[config.mk]
export PLATFORM = sky130hd
export DESIGN_NAME = uart_regs_fifo_flat
export DESIGN_NICKNAME = d
export VERILOG_FILES = /design/src/rtl/uart_regs_fifo_if.sv /design/src/rtl/uart_regs_fifo.sv /design/src/flat_wrapper.sv
export SDC_FILE = /design/constraint.sdc
export NUM_CORES = 1
export LEC_CHECK = 0
export BUFFER_PORTS_ARGS = -buffer_cell sky130_fd_sc_hd__buf_4
export CAP_MARGIN = 30
export CORE_MARGIN = 2
export CORE_UTILIZATION = 55
export CTS_CLUSTER_SIZE = 28
export DETAILED_ROUTE_END_ITERATION = 8
export PLACE_DENSITY = 0.78
export SYNTH_ARGS = -nofsm -noshare
export SYNTH_HDL_FRONTEND = slang
export SYNTH_SLANG_ARGS = --single-unit
[constraint.sdc]
create_clock -name clk -period 5.35 [get_ports clk]
set_input_delay 1.07 -clock clk [delete_from_list [all_inputs] [get_ports clk]]
set_output_delay 1.07 -clock clk [all_outputs]
set_load 0.01 [all_outputs]
[src/rtl/uart_regs_fifo_if.sv]
// Avalon-MM slave bundle for the UART register file.
// The bus master drives the request; the register file answers.
interface uart_regs_fifo_if;
  logic [7:0]  avl_mm_addr;
  logic        avl_mm_read;
  logic [31:0] avl_mm_readdata;
  logic [1:0]  avl_mm_response;
  logic        avl_mm_write;
  logic [31:0] avl_mm_writedata;
  logic [3:0]  avl_mm_byteenable;
  logic        avl_mm_waitrequest;

  modport master (
    output avl_mm_addr,
    output avl_mm_read,
    output avl_mm_write,
    output avl_mm_writedata,
    output avl_mm_byteenable,
    input  avl_mm_readdata,
    input  avl_mm_response,
    input  avl_mm_waitrequest
  );

  modport slave (
    input  avl_mm_addr,
    input  avl_mm_read,
    input  avl_mm_write,
    input  avl_mm_writedata,
    input  avl_mm_byteenable,
    output avl_mm_readdata,
    output avl_mm_response,
    output avl_mm_waitrequest
  );
endinterface

[src/rtl/uart_regs_fifo.sv]
// UART register file with TX/RX FIFOs and Avalon-MM slave decode.
// Define UART_REGS_FIFO_LOOPBACK_EN to enable CR[4] loopback.
module uart_regs_fifo_buf #(
  parameter int W     = 8,
  parameter int DEPTH = 16,
  parameter int LW    = $clog2(DEPTH) + 1
) (
  input  logic          clk,
  input  logic          rst,
  input  logic          push_i,
  input  logic          pop_i,
  input  logic          flush_i,
  input  logic [W-1:0]  wdata_i,
  output logic [W-1:0]  rdata_o,
  output logic [LW-1:0] level_o,
  output logic          full_o,
  output logic          empty_o
);
  localparam int AW = $clog2(DEPTH);

  logic [W-1:0]  mem_q [DEPTH];
  logic [AW-1:0] wptr_q, rptr_q;
  logic [LW-1:0] level_q;
  logic          do_push, do_pop;

  assign full_o  = (level_q == LW'(DEPTH));
  assign empty_o = (level_q == '0);
  assign do_push = push_i & ~full_o;
  assign do_pop  = pop_i & ~empty_o;
  assign rdata_o = mem_q[rptr_q];
  assign level_o = level_q;

  always_ff @(posedge clk) begin
    if (rst || flush_i) begin
      wptr_q  <= '0;
      rptr_q  <= '0;
      level_q <= '0;
    end else begin
      if (do_push) wptr_q <= wptr_q + 1'b1;
      if (do_pop)  rptr_q <= rptr_q + 1'b1;
      level_q <= level_q + LW'(do_push) - LW'(do_pop);
    end
  end

  always_ff @(posedge clk) begin
    if (do_push) mem_q[wptr_q] <= wdata_i;
  end
endmodule

module uart_regs_fifo #(
  parameter int DATA_W     = 8,
  parameter int TX_DEPTH   = 16,
  parameter int RX_DEPTH   = 16,
  parameter int PRESCALE_W = 16
) (
  input  logic                  clk,
  input  logic                  rst,
  uart_regs_fifo_if.slave       avl,
  output logic                  irq,
  output logic [DATA_W-1:0]     data_tx,
  output logic                  data_tx_valid,
  input  logic                  data_tx_ready,
  input  logic [DATA_W-1:0]     data_rx,
  input  logic                  data_rx_valid,
  output logic [PRESCALE_W-1:0] prescale,
  input  logic                  tx_busy,
  input  logic                  rx_busy,
  input  logic                  rx_frame_error,
  input  logic                  rx_overrun_error
);
  localparam int TLW = $clog2(TX_DEPTH) + 1;
  localparam int RLW = $clog2(RX_DEPTH) + 1;

  typedef enum logic {RD_IDLE, RD_DATA} rd_state_e;

  rd_state_e             state_q, state_d;
  logic [1:0]            cr_q, cr_d;
  logic [5:0]            ier_q, ier_d;
  logic [PRESCALE_W-1:0] prs_q, prs_d;
  logic [7:0]            txthr_q, txthr_d;
  logic [7:0]            rxthr_q, rxthr_d;
  logic [3:0]            sticky_q, sticky_d;
  logic [31:0]           rdata_q, rdata_d;
  logic                  irq_q, irq_d;

  logic [7:0]  addr;
  logic [31:0] wdata;
  logic [3:0]  be;
  logic        wr_cr, wr_isr, wr_ier, wr_txd, wr_prs, wr_thr;
  logic        rd_start, rd_rxd;
  logic        tx_en, rx_en, lb;
  logic        tx_flush, rx_flush;

  logic [DATA_W-1:0] tx_head, rx_head, rx_wdata;
  logic [TLW-1:0]    tx_level;
  logic [RLW-1:0]    rx_level;
  logic              tx_full, tx_empty, rx_full, rx_empty;
  logic              tx_push, tx_pop, rx_push, rx_pop;
  logic              lb_move, rx_ext, rx_drop;
  logic              tx_low, rx_high;
  logic [5:0]        isr;
  logic [3:0]        sticky_set, sticky_clr;
  logic [31:0]       rd_mux;
  logic [15:0]       prs16;
  logic              unused_ok;

  assign addr  = avl.avl_mm_addr;
  assign wdata = avl.avl_mm_writedata;
  assign be    = avl.avl_mm_byteenable;
  assign unused_ok = ^{wdata, be};

  assign wr_cr  = avl.avl_mm_write && addr == 8'h00;
  assign wr_isr = avl.avl_mm_write && addr == 8'h04;
  assign wr_ier = avl.avl_mm_write && addr == 8'h08;
  assign wr_txd = avl.avl_mm_write && addr == 8'h10 && be[0];
  assign wr_prs = avl.avl_mm_write && addr == 8'h14;
  assign wr_thr = avl.avl_mm_write && addr == 8'h1C;

  assign rd_start = avl.avl_mm_read && state_q == RD_IDLE;
  assign rd_rxd   = rd_start && addr == 8'h0C;

  assign tx_en    = cr_q[0];
  assign rx_en    = cr_q[1];
  assign tx_flush = wr_cr & be[0] & wdata[2];
  assign rx_flush = wr_cr & be[0] & wdata[3];

`ifdef UART_REGS_FIFO_LOOPBACK_EN
  logic lb_q, lb_d;

  always_comb begin
    lb_d = lb_q;
    if (wr_cr && be[0]) lb_d = wdata[4];
  end

  always_ff @(posedge clk) begin
    if (rst) lb_q <= 1'b0;
    else     lb_q <= lb_d;
  end

  assign lb = lb_q;
`else
  assign lb = 1'b0;
`endif

  assign data_tx       = tx_head;
  assign data_tx_valid = tx_en & ~tx_empty & ~lb;

  assign lb_move = lb & tx_en & rx_en & ~tx_empty & ~rx_full;
  assign tx_push = wr_txd;
  assign tx_pop  = (data_tx_valid & data_tx_ready) | lb_move;

  // Loopback owns the RX write port; external strobes are dropped then.
  assign rx_ext   = data_rx_valid & rx_en & ~lb;
  assign rx_drop  = rx_ext & rx_full;
  assign rx_push  = lb_move | rx_ext;
  assign rx_wdata = lb_move ? tx_head : data_rx;
  assign rx_pop   = rd_rxd & ~rx_empty;

  uart_regs_fifo_buf #(.W(DATA_W), .DEPTH(TX_DEPTH)) u_tx (
    .clk     (clk),
    .rst     (rst),
    .push_i  (tx_push),
    .pop_i   (tx_pop),
    .flush_i (tx_flush),
    .wdata_i (wdata[DATA_W-1:0]),
    .rdata_o (tx_head),
    .level_o (tx_level),
    .full_o  (tx_full),
    .empty_o (tx_empty)
  );

  uart_regs_fifo_buf #(.W(DATA_W), .DEPTH(RX_DEPTH)) u_rx (
    .clk     (clk),
    .rst     (rst),
    .push_i  (rx_push),
    .pop_i   (rx_pop),
    .flush_i (rx_flush),
    .wdata_i (rx_wdata),
    .rdata_o (rx_head),
    .level_o (rx_level),
    .full_o  (rx_full),
    .empty_o (rx_empty)
  );

  assign tx_low  = 32'(tx_level) <= 32'(txthr_q);
  assign rx_high = (32'(rx_level) >= 32'(rxthr_q)) && !rx_empty;
  assign isr     = {sticky_q, rx_high, tx_low};

  assign sticky_set = {
    rd_rxd & rx_empty,
    wr_txd & tx_full,
    rx_overrun_error | rx_drop,
    rx_frame_error
  };
  assign sticky_clr = (wr_isr && be[0]) ? wdata[5:2] : 4'h0;

  always_comb begin
    rd_mux = 32'h0;
    unique case (addr)
      8'h00: rd_mux = 32'({lb, 2'b00, cr_q});
      8'h04: rd_mux = 32'(isr);
      8'h08: rd_mux = 32'(ier_q);
      8'h0C: rd_mux = rx_empty ? 32'h0 : 32'(rx_head);
      8'h14: rd_mux = 32'(prs_q);
      8'h18: rd_mux = {14'h0, rx_busy, tx_busy,
                       8'(rx_level), 8'(tx_level)};
      8'h1C: rd_mux = {16'h0, rxthr_q, txthr_q};
      default: rd_mux = 32'h0;
    endcase
  end

  always_comb begin
    state_d = state_q;
    unique case (state_q)
      RD_IDLE: if (avl.avl_mm_read) state_d = RD_DATA;
      RD_DATA: state_d = RD_IDLE;
      default: state_d = RD_IDLE;
    endcase
  end

  always_comb begin
    cr_d     = cr_q;
    ier_d    = ier_q;
    prs_d    = prs_q;
    txthr_d  = txthr_q;
    rxthr_d  = rxthr_q;
    rdata_d  = rdata_q;
    prs16    = 16'(prs_q);
    if (wr_cr && be[0])  cr_d  = wdata[1:0];
    if (wr_ier && be[0]) ier_d = wdata[5:0];
    if (wr_prs) begin
      if (be[0]) prs16[7:0]  = wdata[7:0];
      if (be[1]) prs16[15:8] = wdata[15:8];
      prs_d = prs16[PRESCALE_W-1:0];
    end
    if (wr_thr && be[0]) txthr_d = wdata[7:0];
    if (wr_thr && be[1]) rxthr_d = wdata[15:8];
    // Sets are ORed in last so they beat a same-cycle W1C.
    sticky_d = (sticky_q & ~sticky_clr) | sticky_set;
    if (rd_start) rdata_d = rd_mux;
    irq_d = |(isr & ier_q);
  end

  always_ff @(posedge clk) begin
    if (rst) begin
      state_q  <= RD_IDLE;
      cr_q     <= '0;
      ier_q    <= '0;
      prs_q    <= '0;
      txthr_q  <= '0;
      rxthr_q  <= '0;
      sticky_q <= '0;
      rdata_q  <= '0;
      irq_q    <= 1'b0;
    end else begin
      state_q  <= state_d;
      cr_q     <= cr_d;
      ier_q    <= ier_d;
      prs_q    <= prs_d;
      txthr_q  <= txthr_d;
      rxthr_q  <= rxthr_d;
      sticky_q <= sticky_d;
      rdata_q  <= rdata_d;
      irq_q    <= irq_d;
    end
  end

  assign avl.avl_mm_readdata    = rdata_q;
  assign avl.avl_mm_response    = 2'b00;
  assign avl.avl_mm_waitrequest = rd_start;
  assign prescale               = prs_q;
  assign irq                    = irq_q;
endmodule
[src/flat_wrapper.sv]
// flat-port wrapper written by rule: the top's interface ports become plain ports
module uart_regs_fifo_flat 
#(
  parameter int DATA_W     = 8,
  parameter int TX_DEPTH   = 16,
  parameter int RX_DEPTH   = 16,
  parameter int PRESCALE_W = 16
)
  (clk, rst, irq, data_tx, data_tx_valid, data_tx_ready, data_rx, data_rx_valid, prescale, tx_busy, rx_busy, rx_frame_error, rx_overrun_error, avl_avl_mm_addr, avl_avl_mm_read, avl_avl_mm_write, avl_avl_mm_writedata, avl_avl_mm_byteenable, avl_avl_mm_readdata, avl_avl_mm_response, avl_avl_mm_waitrequest);
  uart_regs_fifo_if avl_i ();
  input  logic clk;
  input  logic rst;
  output logic irq;
  output logic [DATA_W-1:0] data_tx;
  output logic data_tx_valid;
  input  logic data_tx_ready;
  input  logic [DATA_W-1:0] data_rx;
  input  logic data_rx_valid;
  output logic [PRESCALE_W-1:0] prescale;
  input  logic tx_busy;
  input  logic rx_busy;
  input  logic rx_frame_error;
  input  logic rx_overrun_error;
  input wire logic [$bits(avl_i.avl_mm_addr)-1:0] avl_avl_mm_addr;
  input wire logic [$bits(avl_i.avl_mm_read)-1:0] avl_avl_mm_read;
  input wire logic [$bits(avl_i.avl_mm_write)-1:0] avl_avl_mm_write;
  input wire logic [$bits(avl_i.avl_mm_writedata)-1:0] avl_avl_mm_writedata;
  input wire logic [$bits(avl_i.avl_mm_byteenable)-1:0] avl_avl_mm_byteenable;
  output wire logic [$bits(avl_i.avl_mm_readdata)-1:0] avl_avl_mm_readdata;
  output wire logic [$bits(avl_i.avl_mm_response)-1:0] avl_avl_mm_response;
  output wire logic [$bits(avl_i.avl_mm_waitrequest)-1:0] avl_avl_mm_waitrequest;
  assign avl_i.avl_mm_addr = avl_avl_mm_addr;
  assign avl_i.avl_mm_read = avl_avl_mm_read;
  assign avl_i.avl_mm_write = avl_avl_mm_write;
  assign avl_i.avl_mm_writedata = avl_avl_mm_writedata;
  assign avl_i.avl_mm_byteenable = avl_avl_mm_byteenable;
  assign avl_avl_mm_readdata = avl_i.avl_mm_readdata;
  assign avl_avl_mm_response = avl_i.avl_mm_response;
  assign avl_avl_mm_waitrequest = avl_i.avl_mm_waitrequest;
  uart_regs_fifo #(.DATA_W(DATA_W), .TX_DEPTH(TX_DEPTH), .RX_DEPTH(RX_DEPTH), .PRESCALE_W(PRESCALE_W)) u_core (.clk(clk), .rst(rst), .avl(avl_i), .irq(irq), .data_tx(data_tx), .data_tx_valid(data_tx_valid), .data_tx_ready(data_tx_ready), .data_rx(data_rx), .data_rx_valid(data_rx_valid), .prescale(prescale), .tx_busy(tx_busy), .rx_busy(rx_busy), .rx_frame_error(rx_frame_error), .rx_overrun_error(rx_overrun_error));
endmodule
==> metrics.cfg, run 1 <==
[global_routing]
track_usage = 0.220
grt_max_degree = 62
grt_pass1_wl_mm = 47.3
antenna_found_initial = 0
overflow = 0
grt_pass1_vias = 8308

[timing]
worst_slew_pin_slew_ns = 0.988
skew_ns = 0.0200
fin_crit_sh = 0.755
setup_viol = 0
fmax_ghz = 0.248
final_max_slew_viol_count = 0
rsz0062_at_grt = false
fin_crit_ns = 4.04
finalSetupTns_ns = 0
hold_viol = 0
hold_slack_ns = 0.458
max-slew-margin-rel = 0.324

[hold_path]
hold_path_end = u_core.avl.avl_mm_readdata[16]$_SDFFE_PP0P_
hold_start = u_core.avl.avl_mm_readdata[16]$_SDFFE_PP0P_
min_path_type = register to register
hold_depth = 2

[yosys]
syn_area_per_cell_um2 = 15.2
synth_edf_count = 256
synth.distinct_cells = 62
ys_seq_area_frac = 0.654
synth-seq-cells = 354
ys_async_sr_fraction = 0
ys.warnings.count = 0
synthFlopType = edfxtp_1
synth_cells = 972
syn-cell-area_um2 = 14800

[setup_path]
r2r-end = u_core.u_rx.level_o[4]$_SDFF_PP0_
rrSetupSlack_ns = 2.14
critPathCaptureType = output port
critical_path_class = register to output port
crit_slowest_cell = dfxtp_2
path_max_fanout = 21
path_cells = buf_4, mux4_2, mux4_2, buf_4
max_stage_delay_ns = 0.80
worstPathArrival_ns = 2.97
required_ns = 4.28
startpoint_type = register
ff2ff_path_depth = 15
worstReg2RegStart = u_core.u_rx.level_o[2]$_SDFF_PP0_

[floorplan]
die_area_um2 = 28200
ios = 123
dieWidth_um = 168
core_um2 = 26200
die_h_um = 168
rows = 59
initial_core_util = 0.563

[layout]
multi_input_area_um2 = 4710
diodes = 0
utilization = 0.644
syn2layout_area_growth_pct = 14.4
fillers = 1809
nNetsFinal = 1162
drive_above_1_share = 0.231
seqCellArea_um2 = 9650

[clock_network]
cts_setup_buffers = 0
h-tree-depth = 2
clk_path_buf_depth = 3
cts_resized = 0
cts.sinks = 354
clock_latency_ns = 0.52
clk_transition_reported_paths_ns = 0.06
cts_hold_buffers = 0
cts_buffers = 36
root_buffer = clkbuf_16
cts_tree = yes

[detailed_routing]
drt-total-wl_mm = 30.4
drc = 0
ant_nets = 0
num_vias = 8425
vias_per_cell = 5.90
dr.pass1.iters = 5
post_drt_wl_per_cell_um = 21.3
drt_iter0_drc = 747

[power_and_ir_drop]
p_per_area_nw_per_um2 = 328
p_total_w = 0.00554
power.leakage_nw = 5.73
peakVddDrop_v = 0.000312

[placement]
hpwl_mm = 19.7
port-buffer-count = 88
place_congestion = 0.848

[job]
max_cap_viol_count = 0

[status]
status = finished clean

## sequential cells by signal (all words and copies together), names as in the netlist, 6 cells and up, named ones only
register                    cells
u_core.txthr_q                  8
u_core.avl.avl_mm_readdata     18
u_core.u_tx.mem_q             128
u_core.rxthr_q                  8
u_core.ier_q                    6
u_core.prescale                16
u_core.u_rx.mem_q             128
## worst max-delay path, delay by kind of cell, from the launching register on
kind / cells / cell delay [ns]
DFF: 1 / 0.80
muxes: 2 / 1.08
buffers and inverters: 2 / 0.55
## cells by family (layout without fill, tap and decap cells)
logic type                 Yosys count  count (layout)  share of synthesized area
DFF                                354             354                      0.654
muxes                              145             145                      0.160
buffers and inverters               97             203                     0.0304
xor gates and xnor gates            19              19                     0.0113
and+or+nand+nor                    249             249                     0.0818
other                                1              16                   0.000254
AOI/OAI and AO/OA                   73              73                     0.0324
adders and majority gates           34              34                     0.0299
## placed cells by master, fill, tap and decap left out, types with 9 or more instances in the layout
cell / n
conb_1: 16
nor2_1: 116
o21ai_0: 11
ha_1: 32
nand2b_1: 9
nand2_1: 40
mux4_2: 72
nor3_1: 26
inv_1: 35
dfxtp_1: 96
edfxtp_1: 256
mux2i_1: 67
xnor2_1: 11
clkbuf_16: 37
buf_4: 101
a21oi_1: 20
nand3_1: 14
## final cells by class
type                            instances  share of cell area
Sequential cell                       354               0.572
Multi-Input combinational cell        536               0.279
Clock buffer                           51              0.0621
Timing Repair Buffer                  102              0.0461
Tap cell                              335              0.0248
Clock inverter                         14             0.00815
Inverter                               36             0.00800
## metrics by stage
| step | instance area [um^2] | worst slack (ns) | cells |
|---|---|---|---|
| detailed placement | 15700 | 1.12 | 1363 |
| global placement | 15700 | 1.13 | 1362 |
| finish | 16900 | 1.31 | 1428 |
| floorplan | 14800 | 1.44 | 987 |
| global route | 16900 | 1.11 | 1428 |
| CTS | 16900 | 1.21 | 1428 |
## how the worst max path moves through the flow
stage,startpoint,cells past startpoint,endpoint
5_1_grt,register,4,data_tx[3]
3_5_place_dp,avl_avl_mm_addr[3],14,u_core.u_tx.level_o[4]$_SDFF_PP0_
4_1_cts,register,4,data_tx[2]
6_report,register,4,data_tx[2]
3_3_place_gp,avl_avl_mm_addr[3],14,u_core.u_tx.level_o[4]$_SDFF_PP0_
2_1_floorplan,avl_avl_mm_addr[3],14,u_core.u_tx.level_o[4]$_SDFF_PP0_
## synthesized netlist by cell type (2+ instances only)
master	number	share of area
nand2b_1	9	0.0038
a21oi_1	20	0.0068
dfxtp_1	98	0.13
xor2_1	8	0.0047
o21ai_0	11	0.0037
a221oi_1	5	0.0030
edfxtp_1	256	0.52
a21o_1	4	0.0020
nor2_1	116	0.030
or3b_2	2	0.0012
nor3_4	2	0.0022
clkbuf_1	22	0.0056
o21a_1	3	0.0015
buf_2	14	0.0047
o22ai_1	4	0.0017
nand3b_1	3	0.0015
a22oi_1	4	0.0020
nor3_2	4	0.0027
and3_1	2	0.00085
mux4_2	72	0.11
nand2_1	40	0.010
nand4_1	5	0.0021
a31oi_1	5	0.0021
nor2_4	2	0.0015
and2_1	3	0.0013
ha_1	32	0.027
buf_1	7	0.0018
xnor2_1	11	0.0065
buf_4	18	0.0092
or4_4	2	0.0015
mux2i_1	67	0.045
mux2_2	6	0.0046
nor2b_1	3	0.0013
nor3_1	26	0.0088
nor4_1	4	0.0017
or3_1	3	0.0013
nand3_1	14	0.0047
a211oi_1	6	0.0031
fa_1	2	0.0027
inv_1	35	0.0089
## power by group
part	leakage (nW)	internal, W	total [W]	switching [W]
logic	2.05	0.0000356	0.000120	0.0000843
registers	3.09	0.00294	0.00294	0.00000299
clock network	0.588	0.00147	0.00248	0.00101
total	5.73	0.00445	0.00554	0.00110
## layer usage
layer  vias to the layer above  global-route usage  wire [um]
met1                      4249               0.309      13100
met3                        50              0.0386       1820
li1                       3834                   -          -
met4                         0              0.0631        712
met2                       292               0.357      14700
met5                         -                   0          0
(Power assumes the default switching activity.)
==> run 2, diff against run 1 <==
--- a/config.mk
+++ b/config.mk
@@ -5,6 +5,7 @@
 export SDC_FILE = /design/constraint.sdc
 export NUM_CORES = 1
 export LEC_CHECK = 0
+export ABC_AREA = 1
 export BUFFER_PORTS_ARGS = -buffer_cell sky130_fd_sc_hd__buf_4
 export CAP_MARGIN = 30
 export CORE_MARGIN = 2
==> constraint.sdc (replaced) <==
create_clock -name clk -period 3.93 [get_ports clk]
set_input_delay 0.786 -clock clk [delete_from_list [all_inputs] [get_ports clk]]
set_output_delay 0.786 -clock clk [all_outputs]
set_load 0.01 [all_outputs]
==> run 2 against run 1 <==
Net effect: worst setup slack worse by 0.63 ns; die area rose by 4.6%; non-clock buffer count shrank 2; combinational power rose by 30%; via count increased by 28%; count of clock-buffer cells in the layout increased by 2; highest routed layer unchanged.
==> metrics.cfg, run 2 <==
[status]
status = finished clean

[power_and_ir_drop]
p_switching_w = 0.00149  ; +36%
p_seq_frac = 0.542  ; +0.011
switching_share = 0.202  ; +0.00456
p_int_w = 0.00589  ; +33%
power.leakage_nw = 6.39  ; +12%
power_frac_comb = 0.021  ; about the same
p_total_w = 0.00738  ; +33%
peakVddDrop_v = 0.000340  ; +8.8%
clkPwrFrac = 0.437  ; -0.010
p_per_area_nw_per_um2 = 426  ; +30%

[setup_path]
worstPathArrival_ns = 2.47  ; -0.50 ns
critPathCaptureType = output port
required_ns = 3.14  ; -1.14 ns
critical_path_class = register to output port
startpoint_type = register
path_max_fanout = 67  ; +220%
worstReg2RegStart = u_core.u_tx.level_o[2]$_SDFF_PP0_

[job]
max_cap_viol_count = 0  ; unchanged

[layout]
nNetsFinal = 1657  ; +43%
diodes = 0  ; unchanged
fillers = 2174  ; +20%
layout_common_cells = edfxtp_1, nand2_1, inv_1
final_common_cell = edfxtp_1
syn2layout_area_growth_pct = 12.3
drive_above_1_share = 0.120  ; -0.111

[global_routing]
antenna_found_initial = 0  ; unchanged
grt_max_degree = 68  ; +9.7%
overflow = 0  ; unchanged
grt_pass1_wl_mm = 53.0  ; +12%
grt_pass1_vias = 10400  ; +25%
track_usage = 0.233  ; +0.0134

[yosys]
synth_edf_count = 256  ; unchanged
ys_async_sr_fraction = 0  ; unchanged
ys_seq_area_frac = 0.625  ; -0.0296
synth_top_area_frac = 0.498  ; -0.0235
synth-seq-cells = 354  ; unchanged
syn-cell-area_um2 = 15500  ; +4.7%
yosys-top-cells-area = edfxtp_1, dfxtp_1, nand2_1, inv_1, o21ai_0
yosys-top-cells-count = edfxtp_1, nand2_1, inv_1
synth.distinct_cells = 44  ; -29%
syn_area_per_cell_um2 = 10.4  ; -32%
ys.warnings.count = 0  ; unchanged
yosysMostFrequentCell = edfxtp_1
synth_top_cell_by_area = edfxtp_1
synth_cells = 1488  ; +53%
synthFlopType = edfxtp_1

[clock_network]
cts_setup_buffers = 0  ; unchanged
root_buffer = clkbuf_16
cts.sinks = 354  ; unchanged
clk_transition_reported_paths_ns = 0.06  ; about the same
cts_hold_buffers = 0  ; unchanged
cts_resized = 0  ; unchanged
h-tree-depth = 2  ; unchanged
clk_path_buf_depth = 3  ; unchanged
cts_tree = yes
cts_buffers = 37  ; +2.8%
clock_latency_ns = 0.53  ; about the same

[detailed_routing]
ant_nets = 0  ; unchanged
drt-total-wl_mm = 34.1  ; +12%
drt_iter0_drc = 849  ; +14%
drc = 0  ; unchanged
dr.pass1.iters = 5  ; unchanged
num_vias = 10800  ; +28%
post_drt_wl_per_cell_um = 17.3  ; -19%
vias_per_cell = 5.49  ; -6.9%

[timing]
max-slew-margin-rel = 0.393  ; +0.0694
worst_slew_pin_slew_ns = 0.909  ; -0.0799 ns
skew_ns = 0.0163  ; -0.00371 ns
setup_viol = 0  ; unchanged
fin_crit_sh = 0.828
final_max_slew_viol_count = 0  ; unchanged
rsz0062_at_grt = false
hold_viol = 0  ; unchanged
fmax_ghz = 0.307
hold_slack_ns = 0.468  ; +0.0105 ns
finalSetupTns_ns = 0  ; unchanged
fin_crit_ns = 3.25

[floorplan]
rows = 61  ; +3.4%
dieWidth_um = 172  ; +2.3%
initial_core_util = 0.558  ; -0.00526
die_area_um2 = 29500  ; +4.6%
ios = 123  ; unchanged
die_h_um = 172  ; +2.3%
core_um2 = 27700  ; +5.7%

[placement]
port-buffer-count = 88  ; unchanged
place_congestion = 0.899  ; +6.1%
hpwl_mm = 21.8  ; +11%

[hold_path]
min_path_type = register to register
hold_start = u_core.avl.avl_mm_readdata[14]$_SDFFE_PP0P_

-- run 2: logic make-up (layout without fill, tap and decap cells) --
family	count (synthesis)	in the layout	share of synthesized area
other	1	16	0.000243
muxes	32	32	0.0207
DFF	354	354	0.625
and+or+nand+nor	500	500	0.138
adders and majority gates	34	34	0.0285
xor gates and xnor gates	4	4	0.00227
buffers and inverters	260	344	0.0759
AOI/OAI and AO/OA	303	303	0.110
-- run 2: metal layers --
layer	track usage	wire length [um]
met1	0.296	13800
met2	0.391	16500
met3	0.0456	2630
met4	0.0980	1200
met5	0	0
-- run 2: critical path: stages (launching register included) --
cell      delay (ns)
dfxtp_4         0.83
buf_4           0.37
mux2i_1         0.22
o211ai_1        0.11
nand3_1         0.14
nand2_1         0.09
buf_4           0.16
-- run 2: path summary, 6_finish.rpt --
| path | end | slack (ns) | cells past startpoint |
|---|---|---|---|
| worst min-delay path | u_core.avl.avl_mm_readdata[14]$_SDFFE_PP0P_ | 0.47 | 2 |
| worst max-delay path | data_tx[3] | 0.68 | 6 |
| worst max register to register | u_core.u_tx.level_o[4]$_SDFF_PP0_ | 1.10 | 14 |
| worst min register to register | u_core.avl.avl_mm_readdata[14]$_SDFFE_PP0P_ | 0.47 | 2 |
-- run 2: power by group through the flow --
stage | Sequential (W) | Clock, W | Combinational [W]
floorplan | 0.00408 | 0 | 0.0000651
global placement | 0.00408 | 0 | 0.000149
detailed placement | 0.00408 | 0 | 0.000154
CTS | 0.00400 | 0.00327 | 0.000155
global route | 0.00400 | 0.00341 | 0.000171
finish | 0.00400 | 0.00323 | 0.000156
-- run 2: layout make-up --
| type | instances | area [um^2] | area share |
|---|---|---|---|
| inverters | 179 | 673 | 0.0388 |
| clock inverters | 12 | 66.3 | 0.00382 |
| well taps | 378 | 473 | 0.0273 |
| repair buffers | 100 | 751 | 0.0433 |
| multi-input cells | 889 | 4690 | 0.270 |
| clock buffers | 53 | 1050 | 0.0603 |
| flip-flops and latches | 354 | 9650 | 0.556 |
-- run 2: metrics by stage --
step                      instances  utilization  instance area (um^2)  setup slack [ns]
after floorplan                1503            -                 15500              1.02
after detailed placement       1900        0.586                 16200             0.573
after global placement         1900        0.586                 16200             0.662
after global routing           1965        0.626                 17300             0.518
final                          1965        0.626                 17300             0.678
after CTS                      1965        0.626                 17300             0.627
==> run 3, diff against run 2 <==
==> constraint.sdc (replaced) <==
create_clock -name clk -period 3 [get_ports clk]
set_input_delay 0.6 -clock clk [delete_from_list [all_inputs] [get_ports clk]]
set_output_delay 0.6 -clock clk [all_outputs]
set_load 0.01 [all_outputs]
==> run 3 against run 2 <==
Net effect: count of clock-buffer cells in the layout stayed put; hold slack worse by 0.11 ns; non-clock buffer count is 34 higher; routed wire length grew 1.7%; utilization grew 1.4 points; sequential cell count unchanged; largest power group unchanged; die area did not move; clock skew fell by 0.00075 ns; sequential share of layout area fell by 1.2 points.
==> metrics.cfg, run 3 (synthesis gave the netlist of run 2 again) <==
[global_routing]
track_usage = 0.238  ; +0.00551
grt_pass1_wl_mm = 54.5  ; +2.9%
met1_usage = 0.311  ; +0.0154
grt_pass1_vias = 10400  ; +0.30%
antenna_found_initial = 0  ; unchanged
busiest_layer = met2
grt_max_degree = 57  ; -16%
grt_use_met2 = 0.412  ; +0.0208
use_met3 = 0.0341  ; -0.0115
overflow = 0  ; unchanged

[layout]
nNetsFinal = 1691  ; +2.1%
fin_cells = 2001  ; +1.8%
syn2layout_area_growth_pct = 14.9
fillers = 2123  ; -2.3%
utilization = 0.641  ; +0.0143
layout_common_cells = edfxtp_1, nand2_1, inv_1
drive_above_1_share = 0.142  ; +0.0220
stdcell_area_um2 = 17700  ; +2.3%
final_common_cell = edfxtp_1
diodes = 0  ; unchanged

[setup_path]
critical_path_class = register to output port
crit_slowest_cell = dfxtp_4
critPathCaptureType = output port
worstPathArrival_ns = 2.27  ; -0.20 ns
path_cells = buf_4, mux2i_1, o211ai_1, nand3_1, nand2_1, buf_4
cp_common_cell = buf_4
max_stage_delay_ns = 0.69  ; -0.14 ns
path_max_fanout = 36  ; -46%
startpoint_type = register
required_ns = 2.40  ; -0.74 ns

[timing]
finalSetupTns_ns = 0  ; unchanged
fmax_ghz = 0.349
skew_ns = 0.0155  ; -0.000755 ns
hold_slack_ns = 0.358  ; -0.110 ns
rsz0062_at_grt = false
fin_crit_ns = 2.87
hold_viol = 0  ; unchanged
setup_viol = 0  ; unchanged
worst_slew_pin_slew_ns = 0.959  ; +0.0501 ns
fin_crit_sh = 0.956
max-slew-margin-rel = 0.360  ; -0.0334
final_max_slew_viol_count = 0  ; unchanged

[floorplan]
rows = 61  ; unchanged
core_um2 = 27700  ; unchanged
dieWidth_um = 172  ; unchanged
initial_core_util = 0.558  ; unchanged
die_area_um2 = 29500  ; unchanged
die_h_um = 172  ; unchanged
ios = 123  ; unchanged

[placement]
hpwl_mm = 21.9  ; +0.48%
placed_area_um2 = 16500  ; +1.5%
place_congestion = 0.912  ; +1.4%
port-buffer-count = 88  ; unchanged
placedCellCount = 1933  ; +1.7%

[power_and_ir_drop]
peakVddDrop_v = 0.000601  ; +77%
p_per_area_nw_per_um2 = 567  ; +33%
power.leakage_nw = 6.64  ; +3.9%

[clock_network]
cts_tree = yes
cts.sinks = 354  ; unchanged
clk_transition_reported_paths_ns = 0.06  ; about the same
clock_latency_ns = 0.52  ; about the same
h-tree-depth = 2  ; unchanged
root_buffer = clkbuf_16
clk_path_buf_depth = 3  ; unchanged
cts_hold_buffers = 0  ; unchanged
cts_buffers = 37  ; unchanged

[detailed_routing]
ant_nets = 0  ; unchanged
drt-total-wl_mm = 34.6  ; +1.7%
num_vias = 10800  ; -0.10%
dr.pass1.iters = 7  ; +2
drt_iter0_drc = 902  ; +6.2%
drc = 0  ; unchanged
post_drt_wl_per_cell_um = 17.3  ; -0.17%
vias_per_cell = 5.39  ; -1.9%

[hold_path]
min_path_type = primary input to register

[status]
status = finished clean

[job]
max_cap_viol_count = 0  ; unchanged

## run 3: cell types whose count changed in the layout (fill, tap and decap cells not counted), sizes merged
| cell | delta |
|---|---|
| buf | +34 |
| bufinv | +3 |
| clkinv | -1 |
## run 3: metrics by stage
| step | setup slack, ns | power (W) |
|---|---|---|
| after floorplan | 0.278 | 0.00543 |
| final | 0.133 | 0.0101 |
| after global placement | 0.0848 | 0.00554 |
| after detailed placement | -0.0397 | 0.00555 |
| after global routing | 0.00353 | 0.0103 |
| after CTS | 0.139 | 0.0101 |
## run 3: repair_timing
| item | CTS | global route |
|---|---|---|
| resized for setup | 0 | 1 |
| setup buffers | 1 | 0 |
| endpoints found under the hold margin | 0 | 0 |
| setup endpoints to repair | 6 | 1 |
## run 3: worst max-delay path: cells and delay by family (launching register included)
family / cells / cell delay (ns)
AND/OR/NAND/NOR: 2 / 0.30
multiplexers: 1 / 0.10
AO/OA/AOI/OAI: 1 / 0.20
buffers and inverters: 2 / 0.44
flip-flops: 1 / 0.69
## run 3: path summary, 6_finish.rpt
| path | from | end | slack [ns] | depth (start not counted) |
|---|---|---|---|---|
| setup reg to reg | u_core.u_rx.level_o[3]$_SDFF_PP0_ | u_core.u_rx.level_o[4]$_SDFF_PP0_ | 0.31 | 17 |
| hold reg to reg | u_core.avl.avl_mm_readdata[16]$_SDFFE_PP0P_ | u_core.avl.avl_mm_readdata[16]$_SDFFE_PP0P_ | 0.46 | 2 |
| setup / recovery | register | data_tx[5] | 0.13 | 6 |
| hold / removal | tx_busy | u_core.avl.avl_mm_readdata[16]$_SDFFE_PP0P_ | 0.36 | 3 |
## run 3: where the power goes
part	leakage (nW)	switching, W	internal, W
Sequential	3.09	0.00000211	0.00524
Combinational	2.94	0.000148	0.0000576
Clock	0.604	0.00184	0.00277
Total	6.64	0.00199	0.00807
## run 3: area by class of cell
cell class                      count  area (um^2)  share of cell area
Clock inverter                     14          159             0.00895
Timing Repair Buffer              134         1020              0.0574
Clock buffer                       53         1080              0.0608
Sequential cell                   354         9650               0.544
Inverter                          179          677              0.0381
Multi-Input combinational cell    889         4690               0.264
Tap cell                          378          473              0.0267
## run 3: routing by layer
metal,up-vias,share of wire
li1,5265,-
met1,5031,0.42
met2,410,0.49
met3,77,0.065
met4,0,0.031
met5,-,0
